===== config.mk =====
export PLATFORM = sky130hd
export DESIGN_NAME = fifo_ctrl
export DESIGN_NICKNAME = d
export VERILOG_FILES = /design/src/rtl/fifo_ctrl.sv
export SDC_FILE = /design/constraint.sdc
export NUM_CORES = 1
export LEC_CHECK = 0
export CAP_MARGIN = 20
export CORE_ASPECT_RATIO = 2
export CORE_MARGIN = 1.5
export CORE_UTILIZATION = 40
export CTS_CLUSTER_SIZE = 16
export DETAILED_ROUTE_END_ITERATION = 12
export GPL_TIMING_DRIVEN = 0
export PLACE_DENSITY = 0.84
export SLEW_MARGIN = 20
export SYNTH_ARGS = -nofsm -noshare
export SYNTH_HDL_FRONTEND = slang
export SYNTH_SLANG_ARGS = --single-unit

===== constraint.sdc =====
create_clock -name clk -period 3.4 [get_ports clk]
set_clock_uncertainty 0.1 [all_clocks]
set_input_delay 0.68 -clock clk [delete_from_list [all_inputs] [get_ports clk]]
set_output_delay 0.68 -clock clk [all_outputs]
set_load 0.02 [all_outputs]

===== src/rtl/fifo_ctrl.sv =====
// Pointer/flag controller that runs a registered-read dual-port RAM as a circular FIFO.
// Optional FIFO_CTRL_ERR_EN: overflow/underflow latch a sticky error and park the FSM in ERROR.
module fifo_ctrl #(
  parameter int DATA_BITS = 10,
  parameter int ADDR_BITS = 3
) (
  input  logic                 clk,
  input  logic                 reset,
  input  logic                 init,
  input  logic [ADDR_BITS:0]   umbral_af,
  input  logic [ADDR_BITS:0]   umbral_ae,
  input  logic                 push,
  input  logic [DATA_BITS-1:0] push_data,
  input  logic                 pop,
  input  logic [DATA_BITS-1:0] ram_data_out,
  output logic                 ram_write,
  output logic [ADDR_BITS-1:0] ram_addr_write,
  output logic [DATA_BITS-1:0] ram_data_in,
  output logic                 ram_read,
  output logic [ADDR_BITS-1:0] ram_addr_read,
  output logic [DATA_BITS-1:0] pop_data,
  output logic                 pop_valid,
  output logic [ADDR_BITS:0]   count,
  output logic                 fifo_full,
  output logic                 fifo_empty,
  output logic                 almost_full,
  output logic                 almost_empty,
  output logic                 error,
  output logic [2:0]           state
);

  typedef enum logic [2:0] {
    S_RESET  = 3'd0,
    S_INIT   = 3'd1,
    S_IDLE   = 3'd2,
    S_ACTIVE = 3'd3,
    S_ERROR  = 3'd4
  } state_t;

  localparam logic [ADDR_BITS:0] DEPTH_C = {1'b1, {ADDR_BITS{1'b0}}};

  state_t               state_q, state_d;
  logic [ADDR_BITS-1:0] wr_ptr_q, wr_ptr_d;
  logic [ADDR_BITS-1:0] rd_ptr_q, rd_ptr_d;
  logic [ADDR_BITS:0]   count_q, count_d;
  logic [ADDR_BITS:0]   af_q, af_d;
  logic [ADDR_BITS:0]   ae_q, ae_d;
  logic                 pop_valid_q;

  logic run, full_w, empty_w, push_acc, pop_acc;

  // Requests are only honoured out of reset in the two operating states.
  assign run     = reset && ((state_q == S_IDLE) || (state_q == S_ACTIVE));
  assign empty_w = (count_q == '0);
  assign full_w  = (count_q == DEPTH_C);

  assign pop_acc  = run && pop && !empty_w;
  assign push_acc = run && push && (!full_w || pop_acc);

`ifdef FIFO_CTRL_ERR_EN
  logic overflow, underflow, error_q;
  assign overflow  = run && push && full_w && !pop_acc;
  assign underflow = run && pop && empty_w;
`endif

  always_comb begin
    state_d  = state_q;
    wr_ptr_d = wr_ptr_q;
    rd_ptr_d = rd_ptr_q;
    count_d  = count_q;
    af_d     = af_q;
    ae_d     = ae_q;

    if (push_acc) wr_ptr_d = wr_ptr_q + 1'b1;
    if (pop_acc)  rd_ptr_d = rd_ptr_q + 1'b1;
    if (push_acc && !pop_acc)      count_d = count_q + 1'b1;
    else if (pop_acc && !push_acc) count_d = count_q - 1'b1;

    case (state_q)
      S_RESET: state_d = S_INIT;
      S_INIT: begin
        af_d = umbral_af;
        ae_d = umbral_ae;
        if (!init) state_d = S_IDLE;
      end
      S_IDLE: begin
        // A push wins over a threshold reload request in the same cycle.
        if (push_acc)  state_d = S_ACTIVE;
        else if (init) state_d = S_INIT;
      end
      S_ACTIVE: if (count_d == '0) state_d = S_IDLE;
      S_ERROR:  state_d = S_ERROR;
      default:  state_d = S_RESET;
    endcase

`ifdef FIFO_CTRL_ERR_EN
    if (overflow || underflow) state_d = S_ERROR;
`endif
  end

  always_ff @(posedge clk) begin
    if (!reset) begin
      state_q     <= S_RESET;
      wr_ptr_q    <= '0;
      rd_ptr_q    <= '0;
      count_q     <= '0;
      af_q        <= '0;
      ae_q        <= '0;
      pop_valid_q <= 1'b0;
    end else begin
      state_q     <= state_d;
      wr_ptr_q    <= wr_ptr_d;
      rd_ptr_q    <= rd_ptr_d;
      count_q     <= count_d;
      af_q        <= af_d;
      ae_q        <= ae_d;
      pop_valid_q <= pop_acc;
    end
  end

`ifdef FIFO_CTRL_ERR_EN
  always_ff @(posedge clk) begin
    if (!reset)                     error_q <= 1'b0;
    else if (overflow || underflow) error_q <= 1'b1;
  end
  assign error = error_q;
`else
  assign error = 1'b0;
`endif

  assign ram_write      = push_acc;
  assign ram_addr_write = wr_ptr_q;
  assign ram_data_in    = push_acc ? push_data : '0;
  assign ram_read       = pop_acc;
  assign ram_addr_read  = rd_ptr_q;

  assign pop_data  = ram_data_out;
  assign pop_valid = pop_valid_q;
  assign count     = count_q;
  assign state     = state_q;

  assign fifo_full    = full_w;
  assign fifo_empty   = empty_w;
  // A zero almost-full threshold (e.g. while thresholds are cleared) keeps the flag low.
  assign almost_full  = (af_q != '0) && (count_q >= af_q);
  assign almost_empty = (count_q <= ae_q);

endmodule

==> results by group, run 1 <==
Cells and area
  • Most frequent cells in the layout: clkdlybuf4s50_1 (59), nor2_1 (30), dfxtp_1 (21), buf_4 (12)
  • Layout cells sized above 1: 12.7%
  • Final cell count without fillers: 300
  • N_diodes: 0
  • Reg area: 442 µm²
  • Most common cell after layout, fill and taps aside: clkdlybuf4s50_1
  • Final #Nets: 297
  • P&R area growth vs syn: 50.8%
  • Fillers: 327
  • Multi-input gate area: 910 µm²
  • Final instance area: 2240 µm²

Detailed routing
  • Drt drc: 0
  • Detail Route Antenna Nets: 0
  • Vias/cell: 4.96
  • Wirelength, routed: 3.85 mm
  • DRT iter0 DRCs: 31
  • DR pass1 iterations: 4
  • Met3 wire len: 141 µm
  • DR WL met2: 2.23 mm
  • Wire length on met1: 1.42 mm
  • Wire per inst: 12.8 µm
  • Vias: 1489
  • Top Layer Used: met4

Worst setup path
  • Cells along the critical path: dlygate4sd2_1, and3b_2, o311a_4, buf_2, and2_1, clkdlybuf4s50_1
  • Slowest stage cell, crit path: clkdlybuf4s50_1
  • Slowest stage delay, CP: 610 ps
  • Worst EP required: 2620 ps
  • Worst Setup SP: reset
  • Crit path max fanout: 10
  • Arrival time worst endpoint: 2470 ps
  • Worst Path Class, Setup: in2out
  • Crit path launch type: input port
  • Setup crit end kind: output port
  • Worst r2r src: count[0]

Floorplanning
  • Die Area: 4110 µm²
  • Die height: 89.2 µm
  • Initial Util: 41.7%
  • I/O pin count: 74
  • DIE WIDTH: 46.1 µm
  • Core box area: 3570 µm²
  • # rows: 31

Placement
  • Post-place setup slack: -480 ps
  • Post-Place Cells: 296
  • PortBufs: 61
  • Post-DP HPWL: 3.04 mm
  • Post-DP Area: 2160 µm²
  • Gpl congestion: 0.882

Timing
  • Max_slew headroom: 45.0%
  • Minimum clock period: 3250 ps
  • Max Slew Vio Count: 0
  • RSZ-0062 raised after global routing: false
  • Max Fclk: 0.308 GHz
  • Actual slew at the worst max-slew pin: 818 ps
  • Setup TNS: 0 ps
  • Fin crit share: 95.5%
  • Final Setup Violations: 0
  • Fin. Hold Viols: 0
  • Worst setup margin: 151 ps

Synthesis
  • Synthesized area: 1490 µm²
  • Leading area contributor after synthesis: dfxtp_1
  • Synth area leaders: dfxtp_1 (30%), ha_1 (10%), nor2_1 (7.6%)
  • #FFs+latches synth: 22
  • Post-Syn Instances: 186
  • Seq/Total Area, Yosys: 29.6%
  • Top_reg_cell synth: dfxtp_1
  • Post-synth ARST share: 0%
  • Top-area cell type share of the netlist area: 29.6%
  • YS warnings: 0
  • Post-synth EDFFs: 0
  • Synth unique cells: 45
  • Mean area per synthesized cell: 7.99 µm²
  • Synthesized Nets: 231

CTS
  • Clock latency on the worst-skew pair: 260 ps
  • TritonCTS clock tree: built
  • CTS Hold Bufs: 0
  • CTS Buffer Depth: 2
  • Clock Root Buffer: clkbuf_8
  • Clock sinks: 22
  • CTS buffer count: 3
  • Clock slew at reported path FFs: 80 ps
  • H-tree levels: 1

GRT
  • Total grt overflow: 0
  • Initial antenna violation count: 0
  • GRT Util Overall: 20.1%
  • Vias in the first global route: 1389
  • First-pass GRT wire length: 6.20 mm
  • Largest net degree at the start of global routing: 13

Pwr
  • VDD IR max: 218 µV
  • Leak: 0.914 nW
  • Pwr/cell area: 279 nW/µm²
  • PnR Total Power: 627 µW

Min path
  • Hold WC Path Type: reg2reg
  • Hold path start: ram_addr_read[1]

Job
  • Max cap viols: 0

Status
  • Status: completed
==> routing by layer <==
metal  global-route usage, %  up-vias
met2                    37.4       52
li1                        -      755
met1                    21.6      677
met3                    2.02        5
met5                       0        -
met4                    8.31        0
==> power breakdown <==
part / leakage (nW) / internal (mW) / switching, mW
registers: 0.180 / 0.267 / 0.00685
logic: 0.706 / 0.0868 / 0.0778
clock network: 0.0288 / 0.103 / 0.0848
==> registers in the layout, indices dropped and copies added (netlist names) <==
signal          count
ae_q                4
af_q                4
count               4
pop_valid           1
ram_addr_read       3
ram_addr_write      3
state               3
==> logic make-up after synthesis <==
kind of cell | Yosys count | synth area share [%]
AOI/OAI and AO/OA | 34 | 15.1
xor gates and xnor gates | 7 | 4.12
adders and majority gates | 12 | 10.1
buffers and inverters | 30 | 10.7
DFF | 22 | 29.6
muxes | 5 | 3.70
other | 1 | 0.252
and+or+nand+nor | 75 | 26.4
==> worst max-delay path, delay by kind of cell <==
family                 cells  cell delay [ps]
and+or+nand+nor            2              400
buffers and inverters      3             1150
AOI/OAI and AO/OA          1              230
==> synthesized netlist by cell type, types with 2 or more instances <==
library cell,number
nor2_1,30
dfxtp_1,22
ha_1,12
a21oi_1,11
buf_4,11
and2_1,10
inv_1,10
nand2_1,10
o21ai_0,7
mux2i_1,4
xnor2_1,4
a21o_1,3
buf_2,3
nand2b_1,3
nand4_1,3
nor3_1,3
nor4_1,3
xor2_1,3
and3_1,2
clkbuf_1,2
nor2b_1,2
nor3b_1,2
o211ai_1,2
o2bb2ai_1,2
o311a_1,2
==> metrics by stage <==
step	util, %	hold WS [ps]
6_report	62.8	391
5_1_grt	62.8	411
4_1_cts	62.4	391
3_5_place_dp	60.5	377
3_3_place_gp	60.5	377
2_1_floorplan	-	365
==> area by class of cell <==
type / count / area share (%)
Inverter: 12 / 2.01
Clock buffer: 4 / 2.46
Buffer: 17 / 4.91
Multi-Input combinational cell: 134 / 40.6
Timing Repair Buffer: 62 / 27.6
Tap cell: 49 / 2.73
Sequential cell: 22 / 19.7
==> repair_timing <==
item / in CTS / in global routing
resized for setup: 5 / 4
endpoints found under the setup margin: 12 / 9
pin swaps: 0 / 1
setup buffers: 0 / 1
==> worst paths after layout <==
check	endpoint	slack, ps	depth (start not counted)
min	ram_addr_read[1]	390	2
min reg2reg	ram_addr_read[1]	390	2
max	ram_data_in[7]	150	6
max reg2reg	state[0]	1230	6
No activity file was read; power rests on OpenSTA's default activity.
==> inputs of run 2 (changes only) <==
Settings changed: GPL_TIMING_DRIVEN 0 to default.
==> run 2 against run 1 <==
Register-to-register slack lost 50 ps. Sequential power hardly changed. Count of clock-buffer cells in the layout down 1. Critical endpoint is now ram_data_in[1].
==> results by group, run 2 (synthesis gave the netlist of run 1 again) <==
Floorplanning
  • Die Area: 4110 µm²
  • # rows: 31
  • Core box area: 3570 µm²
  • I/O pin count: 74
  • DIE WIDTH: 46.1 µm
  • Die height: 89.2 µm
  • Initial Util: 41.7%

Timing
  • Setup TNS: 0 ps
  • RSZ-0062 raised after global routing: false
  • Fin crit share: 94.2%
  • Max_slew headroom: 65.4%
  • Minimum clock period: 3200 ps
  • Max Fclk: 0.312 GHz
  • Final Setup Violations: 0
  • Actual slew at the worst max-slew pin: 506 ps
  • Fin. Hold Viols: 0
  • Max Slew Vio Count: 0

Status
  • Status: completed

Cells and area
  • Most frequent cells in the layout: clkdlybuf4s50_1 (52), nor2_1 (30), dfxtp_1 (22)
  • Final instance area: 2090 µm²
  • Final #Nets: 281
  • Layout cells sized above 1: 8.97%
  • Multi-input gate area: 901 µm²
  • Fillers: 339
  • N_diodes: 0
  • Most common cell after layout, fill and taps aside: clkdlybuf4s50_1
  • P&R area growth vs syn: 40.7%
  • Final cell count without fillers: 283
  • Reg area: 440 µm²

CTS
  • CTS Buffer Depth: 2
  • Clock slew at reported path FFs: 70 ps
  • Clock sinks: 22
  • CTS resizes: 0
  • Post-CTS Setup Inserts: 0
  • CTS Hold Bufs: 0
  • CTS buffer count: 3
  • TritonCTS clock tree: built
  • H-tree levels: 1
  • Clock Root Buffer: clkbuf_8
  • Clock latency on the worst-skew pair: 260 ps

Worst setup path
  • Cells along the critical path: inv_1, ha_2, nand2b_1, o311a_4, and2_1, clkdlybuf4s50_1
  • Crit path launch type: register
  • Worst EP required: 2620 ps
  • CP delay by family, top: buffers and inverters
  • Worst Path Class, Setup: reg2out
  • Slowest stage delay, CP: 530 ps
  • Slowest stage cell, crit path: clkdlybuf4s50_1
  • WP buf/inv: 2
  • Arrival time worst endpoint: 2420 ps
  • Crit path max fanout: 12
  • Setup crit end kind: output port

GRT
  • Largest net degree at the start of global routing: 17
  • First-pass GRT wire length: 5.72 mm
  • Initial antenna violation count: 0
  • Total grt overflow: 0
  • GRT Util Overall: 18.6%
  • Vias in the first global route: 1334

Detailed routing
  • Wire length on met1: 1.30 mm
  • DRT iter0 DRCs: 25
  • Drt drc: 0
  • Vias: 1406
  • Wire per inst: 12.3 µm
  • Wirelength, routed: 3.50 mm
  • Met3 wire len: 150 µm
  • Detail Route Antenna Nets: 0
  • DR pass1 iterations: 4
  • DR WL met2: 1.95 mm
  • Top Layer Used: met4
  • Vias/cell: 4.97

Placement
  • PortBufs: 52
  • Post-DP Area: 2040 µm²
  • Post-Place Cells: 280
  • Post-DP HPWL: 2.76 mm
  • Gpl congestion: 0.913

Pwr
  • Pwr/cell area: 272 nW/µm²
  • PnR Total Power: 570 µW
  • Leak: 0.834 nW
  • VDD IR max: 266 µV

Job
  • Max cap viols: 0

Min path
  • Hold WC Path Type: reg2reg
==> run 2: path summary, 6_finish.rpt <==
path	slack, ps	endpoint	depth (start not counted)	start
worst max-delay path	200	ram_data_in[1]	6	count[0]
worst min register to register	400	ram_addr_read[1]	2	ram_addr_read[1]
worst max register to register	1180	state[0]	6	count[0]
worst min-delay path	400	ram_addr_read[1]	2	ram_addr_read[1]
==> run 2: power by group <==
group / internal (mW) / switching [mW]
clock: 0.0790 / 0.0769
sequential: 0.267 / 0.00802
combinational: 0.0742 / 0.0648
==> run 2: worst min-delay path, stage by stage (launching register included) <==
cell and delay, ps:
dfxtp_1 330, nand2_1 60, o21ai_0 60
==> run 2: per-stage QoR <==
stage	util [%]	setup slack, ps	hold WS, ps
finish	58.6	196	396
global route	58.6	62.5	423
CTS	58.2	31.9	399
detailed placement	57.1	97.9	385
global placement	57.1	167	369
floorplan	-	619	365
==> run 2: layer usage <==
layer	global-route usage, %	up-vias
li1	-	723
met1	19.9	630
met2	33.2	42
met5	0	-
met3	2.42	11
met4	10.1	0
==> run 2: cell type report <==
| class | instances | area share, % |
|---|---|---|
| Timing Repair Buffer | 63 | 28.8 |
| Clock buffer | 3 | 1.97 |
| Sequential cell | 22 | 21.1 |
| Tap cell | 49 | 2.93 |
| Multi-Input combinational cell | 134 | 43.1 |
| Inverter | 12 | 2.15 |
==> inputs of run 3 (changes only) <==
Settings changed: CAP_MARGIN 20 to default, SKIP_CTS_REPAIR_TIMING from default to 1.
==> results of run 3 <==
No change in the layout: final DEF, timing and power equal those of run 2.
